[src/rtl/mem_port_arbiter_pkg.sv]
// Shared types for the memory port arbiter: request packet layout,
// operation encoding and arbiter FSM state constants.
package mem_port_arbiter_pkg;

    localparam int N_BITS    = 32;
    localparam int ADDR_BITS = 32;
    localparam int LEN_BITS  = 4;

    typedef enum logic {
        MEM_READ  = 1'b0,
        MEM_WRITE = 1'b1
    } mem_op_t;

    typedef struct packed {
        mem_op_t               mtype;
        logic [ADDR_BITS-1:0]  addr;
        logic [LEN_BITS-1:0]   len;
        logic [N_BITS-1:0]     data;
    } mem_pkt_t;

    typedef logic [1:0] arb_state_t;

    localparam arb_state_t ST_IDLE      = 2'd0;
    localparam arb_state_t ST_ISSUE     = 2'd1;
    localparam arb_state_t ST_WAIT_RESP = 2'd2;

    // Round-robin successor of a requester index.
    function automatic int unsigned next_idx(input int unsigned idx, input int unsigned n);
        return (idx + 1) % n;
    endfunction

endpackage

[src/rtl/mem_port_arbiter_rr_arbiter.sv]
// Combinational round-robin arbiter: grants the first set request bit
// found searching upward from ptr, wrapping past the top index.
module rr_arbiter #(
    parameter int NUM_REQ = 2,
    parameter int IDX_W   = $clog2(NUM_REQ)
) (
    input  logic [NUM_REQ-1:0] req,
    input  logic [IDX_W-1:0]   ptr,
    output logic [NUM_REQ-1:0] gnt,
    output logic [IDX_W-1:0]   gnt_idx
);

    logic             w_found;
    logic [IDX_W-1:0] w_idx;

    always_comb begin
        gnt     = '0;
        gnt_idx = '0;
        w_found = 1'b0;
        w_idx   = '0;
        for (int i = 0; i < NUM_REQ; i++) begin
            w_idx = IDX_W'((32'(ptr) + 32'(i)) % 32'(NUM_REQ));
            if (!w_found && req[w_idx]) begin
                w_found      = 1'b1;
                gnt[w_idx]   = 1'b1;
                gnt_idx      = w_idx;
            end
        end
    end

endmodule

[src/rtl/mem_port_arbiter.sv]
// Shares one memory request/response port between NUM_REQ requesters with
// round-robin arbitration and a single outstanding transaction.
//
// state        | meaning
// ST_IDLE      | no transaction; grant a requester if any is valid
// ST_ISSUE     | mem_req held on the memory side until mem_req_rdy
// ST_WAIT_RESP | request accepted; steer the response to the owner
module mem_port_arbiter
    import mem_port_arbiter_pkg::*;
#(
    parameter int NUM_REQ = 2,
    parameter int N_BITS  = mem_port_arbiter_pkg::N_BITS
) (
    input  logic                 clk,
    input  logic                 rst,
    input  logic [NUM_REQ-1:0]   req_vld,
    input  mem_pkt_t [NUM_REQ-1:0] req,
    output logic [NUM_REQ-1:0]   req_rdy,
    output logic [NUM_REQ-1:0]   resp_vld,
    output logic [N_BITS-1:0]    resp_data,
    output logic                 mem_req_vld,
    input  logic                 mem_req_rdy,
    output mem_pkt_t             mem_req,
    input  logic                 mem_resp_vld,
    input  logic [N_BITS-1:0]    mem_resp_data,
    output logic                 proto_err
);

    localparam int IDX_W = $clog2(NUM_REQ);

    arb_state_t       r_state;
    arb_state_t       w_state_nxt;
    logic [IDX_W-1:0] r_rr_ptr;
    logic [IDX_W-1:0] r_owner;
    mem_pkt_t         r_mem_req;
    logic             r_proto_err;

    logic [NUM_REQ-1:0] w_gnt;
    logic [IDX_W-1:0]   w_gnt_idx;
    logic               w_any_req;
    logic               w_grant;
    logic               w_resp_done;

    rr_arbiter #(
        .NUM_REQ (NUM_REQ),
        .IDX_W   (IDX_W)
    ) u_rr_arbiter (
        .req     (req_vld),
        .ptr     (r_rr_ptr),
        .gnt     (w_gnt),
        .gnt_idx (w_gnt_idx)
    );

    assign w_any_req   = |req_vld;
    assign w_grant     = (r_state == ST_IDLE) && w_any_req;
    assign w_resp_done = (r_state == ST_WAIT_RESP) && mem_resp_vld;

    always_comb begin
        w_state_nxt = r_state;
        case (r_state)
            ST_IDLE:      if (w_any_req)    w_state_nxt = ST_ISSUE;
            ST_ISSUE:     if (mem_req_rdy)  w_state_nxt = ST_WAIT_RESP;
            ST_WAIT_RESP: if (mem_resp_vld) w_state_nxt = ST_IDLE;
            default:                        w_state_nxt = ST_IDLE;
        endcase
    end

    always_ff @(posedge clk) begin
        if (rst) begin
            r_state     <= ST_IDLE;
            r_rr_ptr    <= '0;
            r_owner     <= '0;
            r_mem_req   <= '0;
            r_proto_err <= 1'b0;
        end else begin
            r_state <= w_state_nxt;
            if (w_grant) begin
                r_mem_req <= req[w_gnt_idx];
                r_owner   <= w_gnt_idx;
            end
            // Pointer only advances on completion so a dropped transaction
            // does not cost the owner its turn.
            if (w_resp_done) begin
                r_rr_ptr <= IDX_W'(next_idx(32'(r_owner), NUM_REQ));
            end
            if (mem_resp_vld && (r_state != ST_WAIT_RESP)) begin
                r_proto_err <= 1'b1;
            end
        end
    end

    always_comb begin
        resp_vld = '0;
        if (w_resp_done) begin
            resp_vld[r_owner] = 1'b1;
        end
    end

    assign req_rdy     = w_grant ? w_gnt : '0;
    assign mem_req_vld = (r_state == ST_ISSUE);
    assign mem_req     = r_mem_req;
    assign resp_data   = mem_resp_data;
    assign proto_err   = r_proto_err;

endmodule

[config.mk]
export PLATFORM = sky130hd
export DESIGN_NAME = mem_port_arbiter
export DESIGN_NICKNAME = d
export VERILOG_FILES = /design/src/rtl/mem_port_arbiter_pkg.sv /design/src/rtl/mem_port_arbiter_rr_arbiter.sv /design/src/rtl/mem_port_arbiter.sv
export SDC_FILE = /design/constraint.sdc
export NUM_CORES = 1
export LEC_CHECK = 0
export ABC_AREA = 1
export CORE_ASPECT_RATIO = 0.75
export CORE_MARGIN = 3
export CORE_UTILIZATION = 33
export CTS_CLUSTER_DIAMETER = 40
export DETAILED_ROUTE_END_ITERATION = 8
export PLACE_DENSITY = 0.84
export SETUP_SLACK_MARGIN = 0.3
export SLEW_MARGIN = 20
export SYNTH_ARGS = -nofsm -noshare
export SYNTH_HDL_FRONTEND = slang
export SYNTH_HIERARCHICAL = 1
export SYNTH_SLANG_ARGS = --single-unit
export TNS_END_PERCENT = 10
[constraint.sdc]
create_clock -name clk -period 1.3 [get_ports clk]
set_input_delay 0.39 -clock clk [delete_from_list [all_inputs] [get_ports clk]]
set_output_delay 0.39 -clock clk [all_outputs]
set_load 0.05 [all_outputs]
==> summary.md <==
| Metric | Value |
|---|---|
| Outcome | finished, violations left |
| Failing checks | setup timing |
| Minimum clock period after layout | 1.59 ns |
| Placed cells | 1,073 |
| Worst path most repeated cell | nor2_4 |
| CTS clock-pin slew for the worst setup and hold paths | 0.06 ns |
| # rows | 34 |
| Top cells by area, synth | dfxtp_1, nand2_1, nor2_1, inv_1, buf_4 |
| Final period utilization | 122% |
| Highest metal used | met4 |
| Sequential fraction of the synthesis area | 35.5% |
| Share of layout cells above drive strength 1 | 25.8% |
| R2r startpoint | r_rr_ptr |
| Largest net degree at the start of global routing | 37 |
| Crit-path cells | nor2_4 -> nand2_4 -> nor2_4 -> buf_12 |
| CORE AREA | 12,000 µm² |
| Synth unique cells | 15 |
| R2R depth | 9 |
| Synth top area share | 35.5% |
| Final Max Slew Viols | 0 |
| Achievable Freq | 630 MHz |
| Clock skew | 0.00552 ns |
| Finish-stage setup viols | 74 |
| Layout area overhead | 107% |
| Seq pwr share | 28.3% |
| Die ar. | 14,000 µm² |
| Int Power | 6.66 mW |
| NetSw | 3.43 mW |
| Multi-input gate area | 2190 µm² |
| Effective utilization at floorplan | 34.9% |
| CP max stage delay | 0.36 ns |
| WHS Path Cells | 3 |
| Worst reg-to-reg setup slack | -0.24 ns |
| Critical path class | reg2out |
| Sinks on Clock Net | 74 |
| Mapped Area | 4170 µm² |
| Worst-Margin Slew | 0.211 ns |
| GRT Util Overall | 20.9% |
| Setup WS pre-CTS | -0.695 ns |
| First-pass iteration count of the detailed router | 5 |
| # fillers | 829 |
| Metal3 WL | 1.98 mm |
| Hold Buf Count CTS | 0 |
| Cts bufs inserted | 9 |
| DR WL/cell | 15.7 µm |
| Hold WC Path Type | in2reg |
| CP endpoint kind | output pin |
| Yosys top cell by area | dfxtp_1 |
| WHS Endpoint | r_state[1] |
| Max Cap Viol | 0 |
| Sw Share | 34.0% |
| Hold path start | rst |
| CTS tree | yes |
| ANT nets after route | 0 |
| Wl on met1 | 6.58 mm |
| WP data arrival | 1.20 ns |
| Vias per cell | 4.52 |
| Static leakage power | 4.17 nW |
| Final nets | 1,132 |
| Via count | 5,075 |
| Syn. warnings | 6 |
| Tot Pwr | 10.1 mW |
| RePlAce Congestion | 0.794 |
| Mapped Nets | 910 |
| Startpoint Class | flip-flop |
| Endpoints failing hold | 0 |
| Worst skew pair latency | 0.33 ns |
| First-pass GRT wire length | 22.6 mm |
| ANT cells | 0 |
| Iter 0 DRT Violations | 158 |
| Port Buffer Count | 218 |
| RSZ-0062 raised after global routing | yes |
| Max rail drop VDD | 0.791 mV |
| CTS H-tree depth | 3 |
| Combinational power share | 43.1% |
| Antenna violations before repair | 0 |
| Register bit total from synthesis | 74 |
| Vias in the first global route | 4,513 |
| CTS Root Buffer Type | clkbuf_16 |
| Prevailing post-synth register cell | dfxtp_1 |
| CP max FO | 5 |
| Most frequent cell after synthesis | nand2_1 |
| I/O pin cnt | 283 |
| EDFF count, synth | 0 |
| Final hold slack | 0.482 ns |
| Clock share of power | 28.5% |
| Area occupied by registers | 1520 µm² |
| DIE WIDTH | 136 µm |
| Final non-filler cell total | 1,122 |
| Top Family by Delay on Critical Path | simple AND/OR/NAND/NOR gates |
| Pwr dens | 1170 nW/µm² |
| Slew HR | 85.9% |
| # DRC | 0 |
| DP Wirelength | 9.87 mm |
| Synthesized area per cell | 5.68 µm² |
| Worst path slowest cell | dfxtp_4 |
| CTS Buffer Depth | 2 |
| Final core utilization | 72.1% |
| Total wire length | 17.6 mm |
| Synthesized instance count | 734 |
| Worst setup margin | -0.288 ns |
| Die Span Y | 103 µm |
| Worst path bufs/invs | 1 |
| Commonest cells in the netlist | nand2_1, nor2_1, inv_1, dfxtp_1, buf_4 |
| Met2 WL | 8.61 mm |
| Required @ worst endpoint | 0.91 ns |
| Reg-to-reg endpoint | mem_req[59] |
| Grt total ovfl | 0 |
| FFs w/ async S/R, synth | 0% |
[cell type report]
class	count	area share, %
clock buffer	10	2.77
tap	162	2.35
clock inverter	5	1.19
sequential	74	17.6
multi-input combinational	510	25.5
timing repair buffer	280	46.8
inverter	81	3.83
[power by group through the flow]
stage	Sequential (mW)	Combinational, mW	Clock, mW
final	2.86	4.35	2.88
after global routing	2.88	4.60	3.03
after CTS	2.85	4.10	2.93
after detailed placement	2.88	3.82	0
after global placement	2.87	3.77	0
after floorplan	3.63	1.31	0
[sequential cells by signal, indices dropped and copies added (netlist names)]
register	cells
mem_req	69
proto_err	1
r_owner	1
r_rr_ptr	1
r_state	2
[per-layer routing]
metal | vias up | track usage (%)
met5 | - | 0
met4 | 0 | 6.20
met3 | 38 | 9.09
met2 | 266 | 37.3
met1 | 2240 | 22.9
li1 | 2531 | -
[worst register-to-register path, cell delays in order (launching register included)]
cell,delay [ns]
dfxtp_2,0.33
inv_2,0.05
a21oi_4,0.20
clkinv_4,0.19
buf_12,0.19
clkbuf_16,0.17
nand2_1,0.07
nand2_1,0.05
nor2_1,0.12
nor2_1,0.06
[placed cells by master, fill, tap and decap left out, types with 2 or more instances in the layout]
cell	n
a21oi_1	4
inv_4	2
buf_12	93
buf_16	11
dfxtp_4	3
nand2_1	306
nand2_4	8
nor2_1	135
nand2_2	38
nor2_2	7
dfxtp_2	19
clkdlybuf4s50_1	139
bufbuf_16	3
buf_4	22
dlygate4sd2_1	2
clkbuf_16	15
dfxtp_1	52
bufinv_16	3
inv_2	4
nor2_4	5
inv_1	73
[kinds of logic after synthesis]
kind of cell | Yosys count | share of synthesized area, %
compound gates | 7 | 0.991
buf+inv | 150 | 17.9
flops | 74 | 35.5
simple gates | 503 | 45.6
[repair_timing]
item / 4_1_cts / 5_1_grt
buffers inserted: 7 / 9
pin swaps: 34 / 93
resized for setup: 51 / 65
endpoints found under the setup margin: 147 / 149
cloned: 12 / 6
[worst max-delay path by stage]
stage               start          end  slack (ns)  cells past startpoint
3_3_place_gp   req_vld[1]  mem_req[31]       -0.65                      9
5_1_grt        r_state[0]   req_rdy[0]       -0.34                      4
6_report       r_state[0]   req_rdy[0]       -0.29                      4
3_5_place_dp   req_vld[1]  mem_req[31]       -0.70                      9
4_1_cts          r_rr_ptr   req_rdy[0]       -0.30                      5
2_1_floorplan  req_vld[1]   req_rdy[0]       -0.16                      6
[stage by stage]
stage	TNS (ns)	instance area [µm²]
floorplan	-0.305	4260
global placement	-45.20	7300
detailed placement	-48.51	7300
CTS	-5.11	8170
global route	-16.15	8610
finish	-10.41	8610
No activity file was read; power rests on OpenSTA's default activity.
